<file path="src/rtl/reg_file_write_32_pkg.sv">
// ---------------------------------------------------------------------------
// reg_file_write_32_pkg
//   Shared constants for the 32 x 32-bit register file write side, plus the
//   saturating increment used by the committed-write counter.
// ---------------------------------------------------------------------------
package reg_file_write_32_pkg;

    localparam int RF_DATA_W   = 32;   // register width
    localparam int RF_ADDR_W   = 5;    // write-address width
    localparam int RF_NUM_REGS = 32;   // register count, equals 2**RF_ADDR_W
    localparam int WR_COUNT_W  = 16;   // committed-write counter width

    localparam logic [RF_ADDR_W-1:0] REG_ZERO = 5'd0;  // hardwired-zero index

    // Counter increment that sticks at all-ones instead of wrapping.
    function automatic logic [WR_COUNT_W-1:0] sat_inc(input logic [WR_COUNT_W-1:0] v);
        return (v == '1) ? v : v + WR_COUNT_W'(1);
    endfunction

endpackage

</file>
<file path="src/rtl/reg_file_write_32_if.sv">
// ---------------------------------------------------------------------------
// reg_file_write_32_if
//   Single write port of the register file.
//     we    : write enable for this cycle
//     waddr : destination register index
//     wdata : write data
//   master drives the port, slave (the register file) receives it.
// ---------------------------------------------------------------------------
interface reg_file_write_32_if
    import reg_file_write_32_pkg::*;
#(
    parameter int DATA_W = RF_DATA_W,
    parameter int ADDR_W = RF_ADDR_W
);
    logic              we;
    logic [ADDR_W-1:0] waddr;
    logic [DATA_W-1:0] wdata;

    modport master (output we, output waddr, output wdata);
    modport slave  (input  we, input  waddr, input  wdata);
endinterface

</file>
<file path="src/rtl/reg_file_write_32_decoder.sv">
// ---------------------------------------------------------------------------
// decoder_5_32
//   5-to-32 one-hot decoder with enable.
//     en_i     : enable; output is all zeros when low
//     addr_i   : 5-bit index
//     onehot_o : bit addr_i set when enabled
// ---------------------------------------------------------------------------
module decoder_5_32
    import reg_file_write_32_pkg::*;
(
    input  logic                   en_i,
    input  logic [RF_ADDR_W-1:0]   addr_i,
    output logic [RF_NUM_REGS-1:0] onehot_o
);

    always_comb begin
        // NOTE: assign a default before the conditional so no path leaves
        // onehot_o unassigned; otherwise a latch is inferred.
        onehot_o = '0;
        if (en_i) begin
            onehot_o[addr_i] = 1'b1;
        end
    end

endmodule

</file>
<file path="src/rtl/reg_file_write_32.sv">
// ---------------------------------------------------------------------------
// reg_file_write_32
//   Write side of the 32 x 32-bit register file. Holds registers r1..r31,
//   ties r0 to zero, and presents every register on its own output for the
//   read multiplexers. Also counts committed writes (saturating at 16'hFFFF).
//
//   Ports
//     clk      : clock, all state changes on the rising edge
//     rst      : synchronous, active-high reset of all registers and counter
//     wbus     : write port (we, waddr, wdata), slave side
//     r0..r31  : register contents
//     wr_count : committed writes to r1..r31 since reset
//
//   Build option
//     REGFILE_BYPASS_EN : when defined, a register being written this cycle
//                         shows wdata combinationally (write-before-read);
//                         r0 is never bypassed. Undefined: outputs are
//                         purely registered.
//
//   NUM_REGS must equal 2**ADDR_W; the output list is fixed at 32 registers.
// ---------------------------------------------------------------------------
module reg_file_write_32
    import reg_file_write_32_pkg::*;
#(
    parameter int DATA_W   = RF_DATA_W,
    parameter int ADDR_W   = RF_ADDR_W,
    parameter int NUM_REGS = RF_NUM_REGS
)(
    input  logic                    clk,
    input  logic                    rst,
    reg_file_write_32_if.slave      wbus,
    output logic [DATA_W-1:0]       r0,  r1,  r2,  r3,  r4,  r5,  r6,  r7,
    output logic [DATA_W-1:0]       r8,  r9,  r10, r11, r12, r13, r14, r15,
    output logic [DATA_W-1:0]       r16, r17, r18, r19, r20, r21, r22, r23,
    output logic [DATA_W-1:0]       r24, r25, r26, r27, r28, r29, r30, r31,
    output logic [WR_COUNT_W-1:0]   wr_count
);

    logic [NUM_REGS-1:0]   dec_line;
    logic [NUM_REGS-1:0]   wr_line;
    logic [DATA_W-1:0]     reg_val [NUM_REGS];
    logic [WR_COUNT_W-1:0] wr_count_q;
    logic [WR_COUNT_W-1:0] wr_count_d;

    decoder_5_32 u_decoder (
        .en_i     (wbus.we),
        .addr_i   (wbus.waddr),
        .onehot_o (dec_line)
    );

    // Writes to r0 are silently discarded: its strobe never fires, so it is
    // neither stored nor counted.
    assign wr_line = dec_line & ~(NUM_REGS'(1) << REG_ZERO);

    assign reg_val[0] = '0;

    for (genvar k = 1; k < NUM_REGS; k++) begin : g_reg
        logic [DATA_W-1:0] reg_q;
        logic [DATA_W-1:0] reg_d;

        assign reg_d = wr_line[k] ? wbus.wdata : reg_q;

        // NOTE: every architectural register clears on reset (registers,
        // not an inferred RAM), and sequential state uses non-blocking
        // assignment so all registers sample the same pre-edge values.
        always_ff @(posedge clk) begin
            if (rst) begin
                reg_q <= '0;
            end else begin
                reg_q <= reg_d;
            end
        end

`ifdef REGFILE_BYPASS_EN
        // A simultaneous reset wins, so the bypass is suppressed under rst.
        assign reg_val[k] = (wr_line[k] && !rst) ? wbus.wdata : reg_q;
`else
        assign reg_val[k] = reg_q;
`endif
    end

    assign wr_count_d = (|wr_line) ? sat_inc(wr_count_q) : wr_count_q;

    always_ff @(posedge clk) begin
        if (rst) begin
            wr_count_q <= '0;
        end else begin
            wr_count_q <= wr_count_d;
        end
    end

    assign wr_count = wr_count_q;

    assign r0  = reg_val[0];   assign r1  = reg_val[1];
    assign r2  = reg_val[2];   assign r3  = reg_val[3];
    assign r4  = reg_val[4];   assign r5  = reg_val[5];
    assign r6  = reg_val[6];   assign r7  = reg_val[7];
    assign r8  = reg_val[8];   assign r9  = reg_val[9];
    assign r10 = reg_val[10];  assign r11 = reg_val[11];
    assign r12 = reg_val[12];  assign r13 = reg_val[13];
    assign r14 = reg_val[14];  assign r15 = reg_val[15];
    assign r16 = reg_val[16];  assign r17 = reg_val[17];
    assign r18 = reg_val[18];  assign r19 = reg_val[19];
    assign r20 = reg_val[20];  assign r21 = reg_val[21];
    assign r22 = reg_val[22];  assign r23 = reg_val[23];
    assign r24 = reg_val[24];  assign r25 = reg_val[25];
    assign r26 = reg_val[26];  assign r27 = reg_val[27];
    assign r28 = reg_val[28];  assign r29 = reg_val[29];
    assign r30 = reg_val[30];  assign r31 = reg_val[31];

endmodule

</file>
<file path="src/flat_wrapper.sv">
// flat-port wrapper written by rule: the top's interface ports become plain ports
module reg_file_write_32_flat import reg_file_write_32_pkg::*;
#(
    parameter int DATA_W   = RF_DATA_W,
    parameter int ADDR_W   = RF_ADDR_W,
    parameter int NUM_REGS = RF_NUM_REGS
)
  (clk, rst, r0, r1, r2, r3, r4, r5, r6, r7, r8, r9, r10, r11, r12, r13, r14, r15, r16, r17, r18, r19, r20, r21, r22, r23, r24, r25, r26, r27, r28, r29, r30, r31, wr_count, wbus_we, wbus_waddr, wbus_wdata);
  reg_file_write_32_if #(.DATA_W(DATA_W), .ADDR_W(ADDR_W)) wbus_i ();
  input  logic clk;
  input  logic rst;
  output logic [DATA_W-1:0] r0;
  output logic [DATA_W-1:0] r1;
  output logic [DATA_W-1:0] r2;
  output logic [DATA_W-1:0] r3;
  output logic [DATA_W-1:0] r4;
  output logic [DATA_W-1:0] r5;
  output logic [DATA_W-1:0] r6;
  output logic [DATA_W-1:0] r7;
  output logic [DATA_W-1:0] r8;
  output logic [DATA_W-1:0] r9;
  output logic [DATA_W-1:0] r10;
  output logic [DATA_W-1:0] r11;
  output logic [DATA_W-1:0] r12;
  output logic [DATA_W-1:0] r13;
  output logic [DATA_W-1:0] r14;
  output logic [DATA_W-1:0] r15;
  output logic [DATA_W-1:0] r16;
  output logic [DATA_W-1:0] r17;
  output logic [DATA_W-1:0] r18;
  output logic [DATA_W-1:0] r19;
  output logic [DATA_W-1:0] r20;
  output logic [DATA_W-1:0] r21;
  output logic [DATA_W-1:0] r22;
  output logic [DATA_W-1:0] r23;
  output logic [DATA_W-1:0] r24;
  output logic [DATA_W-1:0] r25;
  output logic [DATA_W-1:0] r26;
  output logic [DATA_W-1:0] r27;
  output logic [DATA_W-1:0] r28;
  output logic [DATA_W-1:0] r29;
  output logic [DATA_W-1:0] r30;
  output logic [DATA_W-1:0] r31;
  output logic [WR_COUNT_W-1:0] wr_count;
  input wire logic [$bits(wbus_i.we)-1:0] wbus_we;
  input wire logic [$bits(wbus_i.waddr)-1:0] wbus_waddr;
  input wire logic [$bits(wbus_i.wdata)-1:0] wbus_wdata;
  assign wbus_i.we = wbus_we;
  assign wbus_i.waddr = wbus_waddr;
  assign wbus_i.wdata = wbus_wdata;
  reg_file_write_32 #(.DATA_W(DATA_W), .ADDR_W(ADDR_W), .NUM_REGS(NUM_REGS)) u_core (.clk(clk), .rst(rst), .wbus(wbus_i), .r0(r0), .r1(r1), .r2(r2), .r3(r3), .r4(r4), .r5(r5), .r6(r6), .r7(r7), .r8(r8), .r9(r9), .r10(r10), .r11(r11), .r12(r12), .r13(r13), .r14(r14), .r15(r15), .r16(r16), .r17(r17), .r18(r18), .r19(r19), .r20(r20), .r21(r21), .r22(r22), .r23(r23), .r24(r24), .r25(r25), .r26(r26), .r27(r27), .r28(r28), .r29(r29), .r30(r30), .r31(r31), .wr_count(wr_count));
endmodule
</file>
<file path="config.mk">
export PLATFORM = sky130hd
export DESIGN_NAME = reg_file_write_32_flat
export DESIGN_NICKNAME = d
export VERILOG_FILES = /design/src/rtl/reg_file_write_32_pkg.sv /design/src/rtl/reg_file_write_32_if.sv /design/src/rtl/reg_file_write_32_decoder.sv /design/src/rtl/reg_file_write_32.sv /design/src/flat_wrapper.sv
export SDC_FILE = /design/constraint.sdc
export NUM_CORES = 2
export LEC_CHECK = 0
export ABC_AREA = 1
export BUFFER_PORTS_ARGS = -buffer_cell sky130_fd_sc_hd__buf_2
export CAP_MARGIN = 20
export CORE_AREA = 2 2 420 422
export CTS_CLUSTER_SIZE = 12
export DETAILED_ROUTE_END_ITERATION = 10
export DIE_AREA = 0 0 422 424
export HOLD_SLACK_MARGIN = 0.02
export PLACE_DENSITY = 0.42
export SKIP_LAST_GASP = 1
export SYNTH_ARGS = -nofsm -noshare
export SYNTH_HDL_FRONTEND = slang
export SYNTH_SLANG_ARGS = --single-unit
</file>
<file path="constraint.sdc">
create_clock -name clk -period 4.35 [get_ports clk]
set_input_delay 0.6525 -clock clk [delete_from_list [all_inputs] [get_ports clk]]
set_output_delay 0.6525 -clock clk [all_outputs]
set_load 0.01 [all_outputs]
</file>
==> results.sh <==
export IMPL_coreArea_um2=175000
export IMPL_tns_ns=0
export IMPL_yosys_area_top_type_share=0.567
export IMPL_clk_path_buf_depth=3
export IMPL_r2r_end="u_core.wr_count[3]$_SDFFE_PP0P_"
export IMPL_cp_top_family="compound AO/OA/AOI/OAI gates"
export IMPL_async_flop_share=0
export IMPL_avgSynthCellArea_um2=7.68
export IMPL_critPathMaxFanout=21
export IMPL_skew_ns=0.00815
export IMPL_fin_crit_sh=0.493
export IMPL_dieArea_um2=179000
export IMPL_drive_gt1_frac=0.249
export IMPL_drt_initial_drc_count=2549
export IMPL_finalNetCount=5552
export IMPL_fin_crit_ns=2.15
export IMPL_rsz0062_at_grt="no"
export IMPL_worst_pin_slew_ns=1.19
export IMPL_area_growth_syn_to_layout_pct=31.5
export IMPL_first_pass_iters=7
export IMPL_hpwl_mm=127
export IMPL_worst_endpoint_required_ns=5.00
export IMPL_yosysTopAreaCell="dfxtp_1"
export IMPL_synth_edff_count=0
export IMPL_synthFlopType="dfxtp_1"
export IMPL_vias=34600
export IMPL_synth_seq_cells=1008
export IMPL_cts_sink_count=1008
export IMPL_worstHoldPathCells=3
export IMPL_cts_inserted_buffers=115
export IMPL_yosysSeqAreaShare=0.567
export IMPL_antenna_found_initial=12
export IMPL_path_class="in2reg"
export IMPL_wirelength_mm=193
export IMPL_final_util=0.267
export IMPL_ant_nets=0
export IMPL_start_kind="primary input"
export IMPL_synthCells=4635
export IMPL_cp_arrival_ns=2.79
export IMPL_drc=0
export IMPL_hold_start="wbus_wdata[8]"
export IMPL_syn_area_um2=35600
export IMPL_clk_latency_ns=0.78
export IMPL_place_gp_congestion=0.813
export IMPL_cts_setup_buffers=0
export IMPL_grt_pass1_wl_mm=263
export IMPL_htreeDepth=3
export IMPL_max_slew_margin=0.210
export IMPL_fmax_mhz=466
export IMPL_crit_buf_inv=1
export IMPL_finalSetupViolCount=0
export IMPL_clockRootBuffer="clkbuf_16"
export IMPL_pin_count=1080
export IMPL_grt_ovfl_total=0
export IMPL_cp_end_kind="register"
export IMPL_grt_pass1_vias=32200
export IMPL_cpMaxStageDelayCell="a41oi_2"
export IMPL_fp_dieW_um=422
export IMPL_min_delay_worst_endpoint="u_core.r31[8]$_SDFFE_PP0P_"
export IMPL_grt_use_total=0.205
export IMPL_cpPeakStageDelay_ns=1.00
export IMPL_cp_cell_sequence="buf_2 -> nand3_2 -> a41oi_2 -> nand2_2 -> nand2_1 -> a21oi_1"
export IMPL_netlist_top_cells_count="nor2_1, dfxtp_1, o21ai_0"
export IMPL_cts_hold_buf=0
export IMPL_slew_violations=0
export IMPL_min_path_type="in2reg"
export IMPL_cts_tree="done"
export IMPL_powerDensity_nw_per_um2=436
export IMPL_hold_violations=0
export IMPL_wire_per_inst_um=24.3
export IMPL_reg2reg_from="u_core.wr_count[0]$_SDFFE_PP0P_"
export IMPL_p_leak_nw=23.5
export IMPL_cts_resized=0
export IMPL_ff2ff_setup_slack_ns=2.42
export IMPL_fp_row_count=154
export IMPL_start_util=0.203
export IMPL_clk_pin_slew_ns=0.06
export IMPL_cap_violations=0
export IMPL_ys_top_cells_by_area="dfxtp_1, nor2_1, o21ai_0, o21ai_1, clkbuf_1"
export IMPL_outcome="completed"
export IMPL_portBuffers=1047
export IMPL_vias_per_cell=4.36
export IMPL_yosysMostFrequentCell="nor2_1"
export IMPL_yosys_warnings=0
export IMPL_synth_cell_types=29
export IMPL_r2r_cells=9
export IMPL_irDropWorstVdd_v=0.000293
export IMPL_die_h_um=424
export IMPL_grt_max_degree=115
-- where the power goes --
group	switching, mW	internal [mW]
combinational	0.866	0.217
sequential	0.0572	9.35
clock	4.18	5.70
total	5.10	15.3
-- cell families (layout without fill, tap and decap cells) --
family | count (synthesis) | count (layout) | share of synthesized area
adder cells (fa/ha/maj) | 1 | 1 | 0.000352
buffers and inverters | 487 | 1413 | 0.0588
other | 1 | 34 | 0.000105
flip-flops | 1008 | 1008 | 0.567
AND/OR/NAND/NOR | 2118 | 2118 | 0.229
AO/OA/AOI/OAI | 1012 | 1012 | 0.143
XOR/XNOR | 8 | 8 | 0.00197
-- per-layer routing --
| layer | vias to the layer above | global-route usage | wire length (um) |
|---|---|---|---|
| met5 | - | 0 | 0 |
| met3 | 303 | 0.0470 | 12500 |
| met4 | 0 | 0.0872 | 8160 |
| li1 | 16400 | - | - |
| met1 | 16700 | 0.245 | 78200 |
| met2 | 1263 | 0.353 | 94000 |
-- placed cells by master (no fill, tap or decap), types with 26 or more instances in the layout --
| cell | count |
|---|---|
| dfxtp_1 | 1008 |
| nand2_1 | 45 |
| o21ai_1 | 156 |
| buf_2 | 1047 |
| nor2_1 | 2011 |
| clkbuf_1 | 29 |
| inv_1 | 30 |
| buf_4 | 100 |
| inv_2 | 26 |
| conb_1 | 32 |
| clkbuf_16 | 116 |
| clkbuf_8 | 28 |
| o21ai_0 | 839 |
-- worst max path at each step --
stage                                       end  depth (start not counted)                             from  slack (ns)
3_5_place_dp   u_core.wr_count[11]$_SDFFE_PP0P_                          6                    wbus_waddr[2]        1.34
2_1_floorplan       u_core.r24[11]$_SDFFE_PP0P_                          8                          wbus_we        2.65
5_1_grt        u_core.wr_count[14]$_SDFFE_PP0P_                          6                    wbus_waddr[2]        2.04
4_1_cts                             wr_count[8]                          1  u_core.wr_count[8]$_SDFFE_PP0P_        2.14
6_report        u_core.wr_count[3]$_SDFFE_PP0P_                          6                    wbus_waddr[2]        2.20
3_3_place_gp          u_core.r7[7]$_SDFFE_PP0P_                          9                          wbus_we        1.31
-- layout make-up --
cell class,instances,area (um^2)
Fill cell,19200,128000
Inverter,58,225
Sequential cell,1008,20200
Multi-Input combinational cell,3171,13500
Tap cell,2340,2930
Timing Repair Buffer,1157,6210
Clock inverter,25,364
Clock buffer,173,3400
Antenna cell,2,5.00
-- metrics by stage --
step	cell area, um^2	cells	hold slack (ns)	setup slack, ns	power (mW)
global route	46800	7934	0.126	2.04	21.1
CTS	46800	7932	0.0679	2.14	20.7
global placement	42900	7731	0.474	1.31	10.7
floorplan	35700	4666	0.504	2.65	10.1
finish	46800	7934	0.158	2.20	20.4
detailed placement	43000	7734	0.477	1.34	10.7
-- worst min-delay path, cell delays in order --
cell and delay, ns:
buf_2 0.11, nor2_1 0.05, nor2_1 0.08
Note: power is estimated with default switching activity, not from simulation.
